`config.mk`:
```
export PLATFORM = sky130hd
export DESIGN_NAME = wash_seq_core
export DESIGN_NICKNAME = d
export VERILOG_FILES = /design/src/rtl/wash_seq_core.sv
export SDC_FILE = /design/constraint.sdc
export NUM_CORES = 1
export LEC_CHECK = 0
export BUFFER_PORTS_ARGS = -buffer_cell sky130_fd_sc_hd__buf_4
export CORE_MARGIN = 4
export CORE_UTILIZATION = 46
export DETAILED_ROUTE_END_ITERATION = 16
export HOLD_SLACK_MARGIN = 0.12
export PLACE_DENSITY = 0.68
export SYNTH_ARGS = -nofsm -noshare
export SYNTH_HDL_FRONTEND = slang
export SYNTH_SLANG_ARGS = --single-unit
```
`constraint.sdc`:
```
create_clock -name clk -period 4 [get_ports clk]
set_input_delay 0.8 -clock clk [delete_from_list [all_inputs] [get_ports clk]]
set_output_delay 0.8 -clock clk [all_outputs]
set_load 0.02 [all_outputs]
```
`src/rtl/wash_seq_core.sv`:
```
// Successor sequencer for the washing register machine: fetches {arg, reg_id, opcode} at pc and drives timed actuator channels.
// Optional return stack (CALL/RET) is built only when WRM_CALL_STACK_EN is defined.
module wash_seq_core #(
  parameter int ADDR_WIDTH  = 8,
  parameter int REG_NUM     = 4,
  parameter int CTRL_NUM    = 4,
  parameter int BOOT_ADDR   = 2,
  parameter int STACK_DEPTH = 4
) (
  input  logic                  clk,
  input  logic                  rst_n,
  input  logic                  start,
  input  logic                  pause,
  input  logic                  abort,
  input  logic                  tick,
  input  logic [31:0]           instr,
  output logic [ADDR_WIDTH-1:0] pc,
  output logic [CTRL_NUM-1:0]   ctrl,
  output logic                  busy,
  output logic                  err
);

  localparam int RIW = (REG_NUM > 1) ? $clog2(REG_NUM) : 1;

  typedef enum logic [1:0] {IDLE, RUN, TIMED} state_t;

  state_t      state;
  logic [15:0] regs [REG_NUM];
  logic [15:0] timer;
  logic [3:0]  act_ch;
  logic        act_on;

  logic [15:0]           arg;
  logic [7:0]            reg_id;
  logic [7:0]            opcode;
  logic [ADDR_WIDTH-1:0] pc_inc;
  logic [ADDR_WIDTH-1:0] target;
  logic [RIW-1:0]        ridx;
  logic [15:0]           rval;
  logic                  reg_ok;
  logic                  is_act;
  logic [3:0]            act_c;
  logic                  act_legal;

  assign arg       = instr[31:16];
  assign reg_id    = instr[15:8];
  assign opcode    = instr[7:0];
  assign pc_inc    = pc + 1'b1;
  assign target    = arg[ADDR_WIDTH-1:0];
  assign ridx      = reg_id[RIW-1:0];
  assign rval      = regs[ridx];
  assign reg_ok    = (int'(reg_id) < REG_NUM);
  assign is_act    = (opcode[7:4] == 4'h1) && (opcode[3:0] != 4'h0);
  assign act_c     = opcode[3:0] - 4'd1;
  assign act_legal = (int'(act_c) < CTRL_NUM);

  // A plain WAIT keeps act_on low so no channel is driven while counting.
  assign ctrl = (state == TIMED && act_on && !pause) ? (CTRL_NUM'(1) << act_ch) : '0;
  assign busy = (state != IDLE);

`ifdef WRM_CALL_STACK_EN
  localparam int SPW = $clog2(STACK_DEPTH + 1);
  localparam int SIW = (STACK_DEPTH > 1) ? $clog2(STACK_DEPTH) : 1;
  logic [ADDR_WIDTH-1:0] stack [STACK_DEPTH];
  logic [SPW-1:0]        sp;
`endif

  always_ff @(posedge clk or negedge rst_n) begin
    if (!rst_n) begin
      state  <= IDLE;
      pc     <= '0;
      timer  <= '0;
      act_ch <= '0;
      act_on <= 1'b0;
      err    <= 1'b0;
      for (int i = 0; i < REG_NUM; i++) regs[i] <= '0;
`ifdef WRM_CALL_STACK_EN
      sp <= '0;
      for (int i = 0; i < STACK_DEPTH; i++) stack[i] <= '0;
`endif
    end else if (abort) begin
      state <= IDLE;
      pc    <= '0;
      timer <= '0;
`ifdef WRM_CALL_STACK_EN
      sp <= '0;
`endif
    end else begin
      case (state)
        IDLE: begin
          if (start) begin
            state <= RUN;
            pc    <= ADDR_WIDTH'(BOOT_ADDR);
            err   <= 1'b0;
`ifdef WRM_CALL_STACK_EN
            sp <= '0;
`endif
          end
        end
        TIMED: begin
          if (tick && !pause) begin
            timer <= timer - 1'b1;
            if (timer == 16'd1) begin
              pc    <= pc_inc;
              state <= RUN;
            end
          end
        end
        RUN: begin
          if (!pause) begin
            // Every opcode advances by default; branches and timed ops override below.
            pc <= pc_inc;
            case (opcode)
              8'h00: begin
                pc    <= pc;
                state <= IDLE;
              end
              8'h21: if (reg_ok) regs[ridx] <= arg; else err <= 1'b1;
              8'h22: begin
                if (!reg_ok) err <= 1'b1;
                else if (rval != 16'd0) regs[ridx] <= rval - 16'd1;
              end
              8'h23: if (reg_ok) regs[ridx] <= rval + 16'd1; else err <= 1'b1;
              8'h30: pc <= target;
              8'h31: begin
                if (!reg_ok) err <= 1'b1;
                else if (rval == 16'd0) pc <= target;
              end
              8'h32: begin
                if (!reg_ok) err <= 1'b1;
                else if (rval != 16'd0) pc <= target;
              end
`ifdef WRM_CALL_STACK_EN
              8'h40: begin
                if (sp == SPW'(STACK_DEPTH)) err <= 1'b1;
                else begin
                  stack[SIW'(sp)] <= pc_inc;
                  sp              <= sp + 1'b1;
                  pc              <= target;
                end
              end
              8'h41: begin
                if (sp == '0) err <= 1'b1;
                else begin
                  pc <= stack[SIW'(sp - 1'b1)];
                  sp <= sp - 1'b1;
                end
              end
`endif
              default: begin
                if (opcode == 8'h10 || (is_act && act_legal)) begin
                  act_on <= is_act;
                  act_ch <= act_c;
                  if (arg != 16'd0) begin
                    timer <= arg;
                    state <= TIMED;
                    pc    <= pc;
                  end
                end else begin
                  err <= 1'b1;
                end
              end
            endcase
          end
        end
        default: state <= IDLE;
      endcase
    end
  end

endmodule

```
; ---- Word-level counts from Yosys, hierarchy flattened
; Cells that the tools add are included.
[word_totals]
register_bits = 96
input_bits = 38
output_inout_bits = 14
[classes]
add_sub_neg = 5
n_lt_le_gt_ge = 4
eq_ne = 32
shift = 1
mux = 49
bitwise_logic = 4
reduce_logical = 30
[op_table]
columns = op, n
row1 = two-way mux 64 bit, 4
row2 = bitwise mux 64 bit, 3
row3 = one-hot mux 64 bit (3 select lines), 1
row4 = two-way mux 16 bit, 9
row5 = two-way mux 8 bit, 11
row6 = "== test 8 x 6 -> 1 bit, second input constant", 6
row7 = one-hot mux 8 bit (5 select lines), 1
row8 = binary-select mux 16 bit (select 2 bit), 1
row9 = demux 16 bit (select 2 bit), 1
row10 = one-hot mux 16 bit (2 select lines), 1
row11 = nonzero test 16 bit, 2
row12 = "subtractor 16 x 1 -> 16 bit, second input constant", 2
row13 = "!= test 3 bit, second input constant", 9
row14 = one-hot mux 8 bit (3 select lines), 1
row15 = AND reduction 7 bit, 3
row16 = "adder 16 x 1 -> 16 bit, second input constant", 1
row17 = "== test 16 x 1 -> 1 bit, second input constant", 1
row18 = zero test 16 bit, 1
row19 = two-way mux 2 bit, 7
row20 = "!= test 2 bit, second input constant", 7
row21 = "adder 8 x 1 -> 8 bit, second input constant", 1
row22 = "== test 8 x 5 -> 1 bit, second input constant", 1
row23 = zero test 8 bit, 1
row24 = "< comparator 8 x 3 -> 1 bit, second input constant", 1
row25 = other kinds (33), 49

; ---- Logic depth before layout (Yosys ltp)
; Gate-level depths: netlist (run 1).
[depth]
word_depth = 11
ltp_mapped = 16
mapped_depth_nobuf = 11

; ---- Least setup slack after synthesis (run 1)
; OpenSTA, ideal clock, no wires.
[synth_timing]
path_type = input to register
start = input instr[8]
end = register pc[3]
setup_ps = 126
arrival_ps = 3826
required_ps = 3874
path_slack_ps = 48
cell_stages = 14
path_buffers = 4
cell_sequence = buf_6 -> buf_12 -> buf_2 -> mux4_2 -> inv_1 -> ha_1 -> nand2_1 -> o22ai_1 -> nand3b_4 -> o311a_1 -> a311o_1 -> and3_4 -> buf_6 -> a221o_1
[synth_via]
elab_chain_len = 11
word_cells_on_any_way = 15
cone_classes = 1 x order compare / 11 x mux / 1 x bitwise / 2 x reduce/logical
[synth_rtl]
columns = item, line_no
row1 = "start, declared", 16  ; input logic [31:0] instr,
row2 = NOT 2 -> 3 bit (not written as such), 51  ; assign rval = regs[ridx];
row3 = binary-select mux 16 bit (select 2 bit), 51
row4 = two-way mux 16 bit (not written as such) (2 in series), 51
row5 = nonzero test 16 bit / zero test 16 bit (equally long branches), "131, 127"
row6 = "two-way mux 8 bit, on equally long branches", "131, 127"
row7 = "two-way mux 8 bit, on equally long branches", "130, 126"
row8 = one-hot mux 8 bit (5 select lines) *, 113  ; case (opcode)
row9 = two-way mux 8 bit *, 110  ; if (!pause) begin
row10 = one-hot mux 8 bit (3 select lines) *, 89  ; case (state)
row11 = two-way mux 8 bit *, 81  ; end else if (abort) begin
row12 = "end signal, assigned", 93  ; pc <= ADDR_WIDTH'(BOOT_ADDR);
row13 = "end signal, assigned", 112  ; pc <= pc_inc;
row14 = "end signal, assigned", 115  ; pc <= pc;
row15 = "end, declared", 17  ; output logic [ADDR_WIDTH-1:0] pc,
; Every way passes the cells marked *; elsewhere a longest branch is shown, timed or not. The select of a mux whose other input is x is not followed.
; A chain may end at the register's enable or synchronous reset.

; ---- Final worst setup path (run 1)
; Ends and elaborated chain as after synthesis.

==> metrics, run 1 <==
CTS Buf Count 9; Seq. cell area 2400 µm²; Final GP Congestion 0.927; DR vias/cell 5.94; P_leak 3.06 nW; clock skew 10.3 ps; PortBufs 51; ant diodes 0; Top FF cell, synth dfrtp_1; RSZ-0062 raised after global routing no; #FFs+latches synth 96; non-filler cells, final 890; largest area contributor in the netlist dfrtp_1; Slew headroom 43.4%; worst hold-check path type flop to flop; total wire length 16700 µm; largest net degree at the start of global routing 53; layout cell share with drive strength beyond 1 17.0%; peak supply drop 0.260 mV; library cells used by synthesis 74; critical path type input port to flop; H-tree levels 3; via count 5286; die height 122 µm; Total GRT Usage 23.0%; Synth Net Count 721; Setup Fix Bufs, Post-CTS 0; hold buffers post-CTS 0; worst setup margin 436 ps; num ports 52; post-route ant nets 0; fin nets 765; Fin. Hold Viols 0; vias in the first global route 4992; critical path peak fanout 11; crit end category flop; DP Cell Count 874; f_max 0.281 GHz; gate count of the mapped netlist 669; Critical Path Start instr[8]; TNS Setup 0 ps; first drt pass iteration count 5; PD cells 439 nW/µm²; Filler Cell Count 1172; Rows 41; max_cap viols 0; root buffer cell clkbuf_16; Reg clk slew, reported paths 80 ps; Pwr Total 3.02 mW; total grt overflow 0; core area 12700 µm²; Mapped Avg Cell Area 8.95 µm²; worst skew pair latency 360 ps; # DRC 0; final hold slack 480 ps; area of the multi-input gates 3310 µm²; area share of the largest cell type after synthesis 40.1%; startpoint types input port; Num Clock Sinks 96; drt wl/cell 18.7 µm; YS warnings 0; initial antenna violation count 0; first-pass GRT wire length 26600 µm; Worst Path Arrival 3810 ps; worst slack at placement 40.7 ps; post-synthesis cell area 5990 µm²; Final Setup Violations 0; 1st-iter DRT viols 471; final slew viol count 0; Seq/Total Area, Yosys 40.1%; post-layout min period 3560 ps; die width 122 µm; Synth-to-Final Area Change 15.0%; maximum clock path buffer count 2; full die area 14900 µm²; reg2reg setup slack 770 ps; initial core utilization 47.2%; Worst Tran Pin Value 844 ps; synth top area cells dfrtp_1 40%, o21ai_0 8.3%, nand2_1 6.6%; final worst-path cycle share 89.1%; outcome finished, final reports clean; number of synthesized flops with an enable pin 0; CTS tree done; async set or reset register ratio after synthesis 100%; CP Data Required Time 4250 ps; CTS resizes 0; post-DP HPWL 12100 µm
-- per-layer routing --
layer	vias up	GRT usage [%]	share of wire [%]
li1	2505	-	-
met1	2588	31.3	45
met2	171	38.1	48
met3	22	3.20	5.4
met4	0	7.28	1.9
met5	-	0	0
-- per-stage QoR --
stage	instance area (µm²)	utilization, %
after floorplan	5990	-
after global placement	6560	51.8
after detailed placement	6560	51.8
after CTS	6890	54.4
after global routing	6890	54.4
final	6890	54.4
-- logic make-up after synthesis --
family | share of synthesized area, %
and+or+nand+nor | 22.2
AOI/OAI and AO/OA | 19.0
DFF | 40.1
buffers and inverters | 4.62
xor gates and xnor gates | 4.10
muxes | 7.02
adders and majority gates | 2.93
-- layout by cell type (no fill, tap or decap), types with 6 or more instances in the layout --
cell and n:
nand2_1 106, nor3_1 19, nand3_1 11, and3_1 6, inv_1 20, nor4_1 9
ha_1 14, xor2_1 8, dfrtp_1 96, o21ai_0 98, a21oi_1 26, nand2b_1 6
mux4_2 13, o22ai_1 9, xnor2_1 20, clkbuf_16 9, nand4_1 8, buf_4 69
nor2_1 53
-- worst max-delay path, stage by stage --
cell and delay (ps):
buf_4 220, mux4_2 590, inv_1 120, ha_1 230, nand2_1 70, o22ai_1 330
nand4bb_1 190, nor3_1 200, o31ai_1 120, a221oi_1 550, a21oi_1 80, a221o_1 310
-- final timing paths --
check,endpoint,cells past startpoint
max,pc[3]$_DFFE_PN0P_,12
min in group asynchronous,act_ch[0]$_DFFE_PN0P_,1
max in group asynchronous,async pin,2
max reg2reg,pc[3]$_DFFE_PN0P_,11
min reg2reg,flop,2
min,flop,2
-- synthesized netlist by cell type, types with 4 or more instances --
cell and count:
nand2_1 106, o21ai_0 99, dfrtp_1 96, nor2_1 53, a21oi_1 26, clkbuf_1 26, inv_1 20, xnor2_1 20
nor3_1 19, ha_1 14, mux4_2 13, nand3_1 11, nor4_1 9, o22ai_1 9, nand4_1 8, xor2_1 8
and3_1 6, nand2b_1 6, a221o_1 5, a221oi_1 5, a22o_1 5, nor2b_1 5, or3_1 5, a21o_1 4
a222oi_1 4, a32oi_1 4, nand3b_1 4, or2_2 4
-- power by group --
group / internal [mW] / leakage, nW / switching, mW
logic: 0.358 / 1.57 / 0.582
registers: 1.04 / 1.33 / 0.0625
clock network: 0.572 / 0.161 / 0.407
-- final cells by class --
type                       instances  area share [%]
inverter                          20            1.09
timing repair buffer              71            8.10
tap                              172            3.12
sequential                        96            34.9
clock inverter                     5            1.25
multi-input combinational        515            48.0
clock buffer                      11            3.52
Note: power is estimated with default switching activity, not from simulation.
==> run 2, diff against run 1 <==
--- a/config.mk
+++ b/config.mk
@@ -6,7 +6,6 @@
 export NUM_CORES = 1
 export LEC_CHECK = 0
 export BUFFER_PORTS_ARGS = -buffer_cell sky130_fd_sc_hd__buf_4
-export CORE_MARGIN = 4
 export CORE_UTILIZATION = 46
 export DETAILED_ROUTE_END_ITERATION = 16
 export HOLD_SLACK_MARGIN = 0.12
==> run 2 against run 1 <==
  * Critical path type unchanged
  * Highest routed layer unchanged
  * Sequential cell count unchanged
  * Clock-buffer cell count down 2
  * Largest cell class unchanged
  * First-iteration DRC count up 4.2%
  * Clock skew up 1.4 ps
  * Hold slack worse by 4.9 ps
==> metrics, run 2 (synthesis results as in run 1) <==
outcome finished, final reports clean; 1st-iter DRT viols 491; CTS resizes 0; DP Cell Count 869; peak supply drop 0.281 mV; most frequent cells in the layout 106 x nand2_1, 98 x o21ai_0, 96 x dfrtp_1, 63 x buf_4, 53 x nor2_1; initial core utilization 47.2%; post-layout min period 3620 ps; PD cells 434 nW/µm²; core area 12700 µm²; Slew headroom 27.9%; num ports 52; # DRC 0; Reg clk slew, reported paths 60 ps; RSZ-0062 raised after global routing no; max_cap viols 0; CTS tree done; fin nets 760; full die area 13500 µm²; Worst path max stage delay 590 ps; crit end category flop; worst skew pair latency 360 ps; PortBufs 51; WP buf/inv 2; post-route ant nets 0; initial antenna violation count 0; startpoint types input port; clock skew 11.7 ps; CTS Buf Count 9; first-pass GRT wire length 26600 µm; Seq. cell area 2400 µm²; root buffer cell clkbuf_16; Filler Cell Count 1191; Rows 41; DR vias/cell 5.93; area of the multi-input gates 3310 µm²; final slew viol count 0; Fin. Hold Viols 0; P_leak 3.03 nW; Worst Tran Pin Value 1070 ps; total wire length 16400 µm; post-DP HPWL 11800 µm; TNS Setup 0 ps; Num Clock Sinks 96; final worst-path cycle share 90.4%; layout cell share with drive strength beyond 1 16.3%; non-filler cells, final 883; Total GRT Usage 26.2%; ant diodes 0; Crit-path slowest cell mux4_2; total grt overflow 0; die height 116 µm; Worst Path Arrival 3850 ps; largest net degree at the start of global routing 57; critical path type input port to flop; critical path peak fanout 14; Synth-to-Final Area Change 14.3%; commonest non-fill, non-tap cell in the layout nand2_1; via count 5238; hold buffers post-CTS 0; cell family with most CP delay compound AO/OA/AOI/OAI gates; worst hold-check path type flop to flop; vias in the first global route 5066; f_max 0.276 GHz; maximum clock path buffer count 2; CP Cell Sequence buf_4, mux4_2, inv_1, ha_1, nand2_1, o22ai_1, nand4bb_1, nor3_1, o31ai_1, a221oi_1, a21oi_1, a221o_1; H-tree levels 3; Final GP Congestion 0.880; CP Data Required Time 4240 ps; Pwr Total 2.97 mW; Setup Fix Bufs, Post-CTS 0; drt wl/cell 18.6 µm; Final Setup Violations 0; first drt pass iteration count 5; die width 116 µm
-- run 2: cell types whose count changed in the layout (fill, tap and decap cells not counted), sizes merged --
cell / before / now
buf: 71 / 66
clkinv: 1 / 2
clkbuf: 11 / 9
inv: 22 / 21
-- run 2: metrics by stage --
step / worst slack [ps] / utilization [%] / area [µm²] / hold slack (ps)
2_1_floorplan: 48.2 / - / 5990 / 445
3_3_place_gp: 160 / 51.6 / 6530 / 457
3_5_place_dp: 84.9 / 51.6 / 6530 / 467
4_1_cts: 455 / 54.0 / 6840 / 480
5_1_grt: 143 / 54.0 / 6840 / 499
6_report: 382 / 54.0 / 6840 / 475
-- run 2: path summary, 6_finish.rpt --
| check | start | to | slack, ps | depth (start not counted) |
|---|---|---|---|---|
| max | instr[8] | pc[4]$_DFFE_PN0P_ | 380 | 12 |
| min | flop | flop | 470 | 2 |
| max reg2reg | flop | pc[4]$_DFFE_PN0P_ | 710 | 11 |
| min reg2reg | flop | flop | 470 | 2 |
| max in group asynchronous | rst_n | async pin | 2660 | 2 |
| min in group asynchronous | rst_n | act_ch[0]$_DFFE_PN0P_ | 500 | 1 |
-- run 2: report_power, final --
group | switching (mW) | internal [mW]
Clock | 0.380 | 0.543
Sequential | 0.0648 | 1.04
Combinational | 0.584 | 0.358
Total | 1.03 | 1.94
-- run 2: final cells by class --
type	instances	area share (%)
Clock buffer	9	3.29
Clock inverter	5	1.21
Inverter	20	1.10
Multi-Input combinational cell	515	48.4
Sequential cell	96	35.1
Tap cell	172	3.15
Timing Repair Buffer	66	7.79
-- run 2: worst reg2reg max path, cell delays in order, from the launching register on --
cell       delay [ps]
dfrtp_1           400
mux4_2            540
inv_1             110
ha_1              230
nand2_1            70
o22ai_1           330
nand4bb_1         190
nor3_1            230
o31ai_1           130
a221oi_1          550
a21oi_1            80
a221o_1           310
-- run 2: layer usage --
metal  global-route usage, %  wire length (µm)  vias to the layer above
li1                        -                 -                     2481
met1                    35.0              7540                     2541
met2                    42.8              7670                      189
met3                    5.70               895                       27
met4                    7.26               278                        0
met5                       0                 0                        -
==> run 3, diff against run 2 <==
--- a/config.mk
+++ b/config.mk
@@ -6,10 +6,12 @@
 export NUM_CORES = 1
 export LEC_CHECK = 0
 export BUFFER_PORTS_ARGS = -buffer_cell sky130_fd_sc_hd__buf_4
+export CELL_PAD_IN_SITES_DETAIL_PLACEMENT = 0
+export CELL_PAD_IN_SITES_GLOBAL_PLACEMENT = 1
 export CORE_UTILIZATION = 46
 export DETAILED_ROUTE_END_ITERATION = 16
 export HOLD_SLACK_MARGIN = 0.12
-export PLACE_DENSITY = 0.68
+export PLACE_DENSITY = 0.84
 export SYNTH_ARGS = -nofsm -noshare
 export SYNTH_HDL_FRONTEND = slang
 export SYNTH_SLANG_ARGS = --single-unit
==> run 3 against run 2 <==
  * Clock power decreased by 6.5%
  * Clock-buffer cell count unchanged
  * Sequential cell count unchanged
  * Die area unchanged
  * Power decreased by 2.1%
  * Critical path depth unchanged
  * Global-route usage decreased by 1.0 points
  * Utilization decreased by 0.32 points
==> metrics, run 3 (synthesis results as in run 1) <==
via count 5214; CP Cell Sequence buf_4, mux4_2, inv_1, ha_1, nand2_1, o22ai_1, nand4bb_1, nor3_1, o31ai_1, a221oi_1, a21oi_1, a221o_1; critical path peak fanout 9; ant diodes 0; Worst Tran Pin Value 886 ps; Pwr Total 2.91 mW; outcome finished, final reports clean; # DRC 0; hold buffers post-CTS 0; initial antenna violation count 0; CTS Buf Count 9; f_max 0.284 GHz; Reg clk slew, reported paths 70 ps; crit end category flop; fin nets 761; worst hold-check path type flop to flop; peak supply drop 0.200 mV; DR vias/cell 5.88; commonest non-fill, non-tap cell in the layout nand2_1; Synth-to-Final Area Change 13.6%; die height 116 µm; critical path type input port to flop; CTS tree done; TNS Setup 0 ps; num ports 52; Fin. Hold Viols 0; vias in the first global route 4877; final slew viol count 0; max_cap viols 0; drt wl/cell 18.2 µm; Filler Cell Count 1166; 1st-iter DRT viols 484; first-pass GRT wire length 25700 µm; Worst Path Arrival 3750 ps; root buffer cell clkbuf_16; non-filler cells, final 886; CP Data Required Time 4230 ps; final worst-path cycle share 88.1%; core area 12700 µm²; post-layout min period 3520 ps; startpoint types input port; Final GP Congestion 0.892; Crit-path slowest cell mux4_2; CTS resizes 0; Slew headroom 40.9%; initial core utilization 47.2%; Rows 41; layout cell share with drive strength beyond 1 16.7%; total grt overflow 0; maximum clock path buffer count 2; H-tree levels 3; first drt pass iteration count 9; PortBufs 51; P_leak 3.01 nW; largest net degree at the start of global routing 67; most frequent cells in the layout 106 x nand2_1, 98 x o21ai_0, 96 x dfrtp_1, 67 x buf_4, 53 x nor2_1; RSZ-0062 raised after global routing no; worst skew pair latency 350 ps; PD cells 428 nW/µm²; post-DP HPWL 11700 µm; Worst path max stage delay 590 ps; area of placed instances 6500 µm²; full die area 13500 µm²; DP Cell Count 870; post-route ant nets 0; Total GRT Usage 25.1%; Num Clock Sinks 96; total wire length 16100 µm; clock skew 11.2 ps; Setup Fix Bufs, Post-CTS 0; Final Setup Violations 0; die width 116 µm; design area 6800 µm²
run 3: cell types whose count changed in the layout (fill, tap and decap cells not counted):
cell	change
buf_12	-3
buf_4	+4
bufinv_16	-2
clkinv_4	+1
clkinv_8	+1
inv_6	-1
inv_8	+3
run 3: cell type report:
type,count,area (µm²),area share (%)
tap,172,215,3.16
clock buffer,9,225,3.31
timing repair buffer,67,503,7.40
inverter,20,75.1,1.10
clock inverter,7,72.6,1.07
sequential,96,2400,35.3
multi-input combinational,515,3310,48.6
run 3: worst max-delay path, delay by kind of cell:
| family | cells | cell delay [ps] |
|---|---|---|
| and+or+nand+nor | 3 | 430 |
| buffers and inverters | 2 | 300 |
| adders and majority gates | 1 | 220 |
| muxes | 1 | 590 |
| AOI/OAI and AO/OA | 5 | 1400 |
run 3: routing by layer:
layer | wire (µm) | up-vias | global-route usage [%]
li1 | - | 2490 | -
met1 | 7400 | 2562 | 33.5
met2 | 7830 | 148 | 42.5
met3 | 711 | 14 | 3.77
met4 | 168 | 0 | 7.09
met5 | 0 | - | 0
run 3: final timing paths:
path,start,end,slack [ps],depth (start not counted)
max reg2reg,flop,pc[4]$_DFFE_PN0P_,780,11
min in group asynchronous,rst_n,act_ch[1]$_DFFE_PN0P_,560,1
min,flop,flop,470,2
max,instr[8],pc[4]$_DFFE_PN0P_,480,12
min reg2reg,flop,flop,470,2
max in group asynchronous,rst_n,async pin,2650,2
run 3: stage by stage:
step | util [%] | hold slack (ps) | worst slack, ps
floorplan | - | 445 | 48.2
CTS | 53.7 | 480 | 497
global placement | 51.3 | 457 | 213
finish | 53.7 | 474 | 477
global route | 53.7 | 507 | 256
detailed placement | 51.3 | 465 | 133
run 3: where the power goes:
part	total, mW	internal [mW]	switching [mW]	leakage, nW
sequential	1.11	1.04	0.0658	1.33
combinational	0.940	0.358	0.582	1.53
clock	0.863	0.442	0.421	0.148
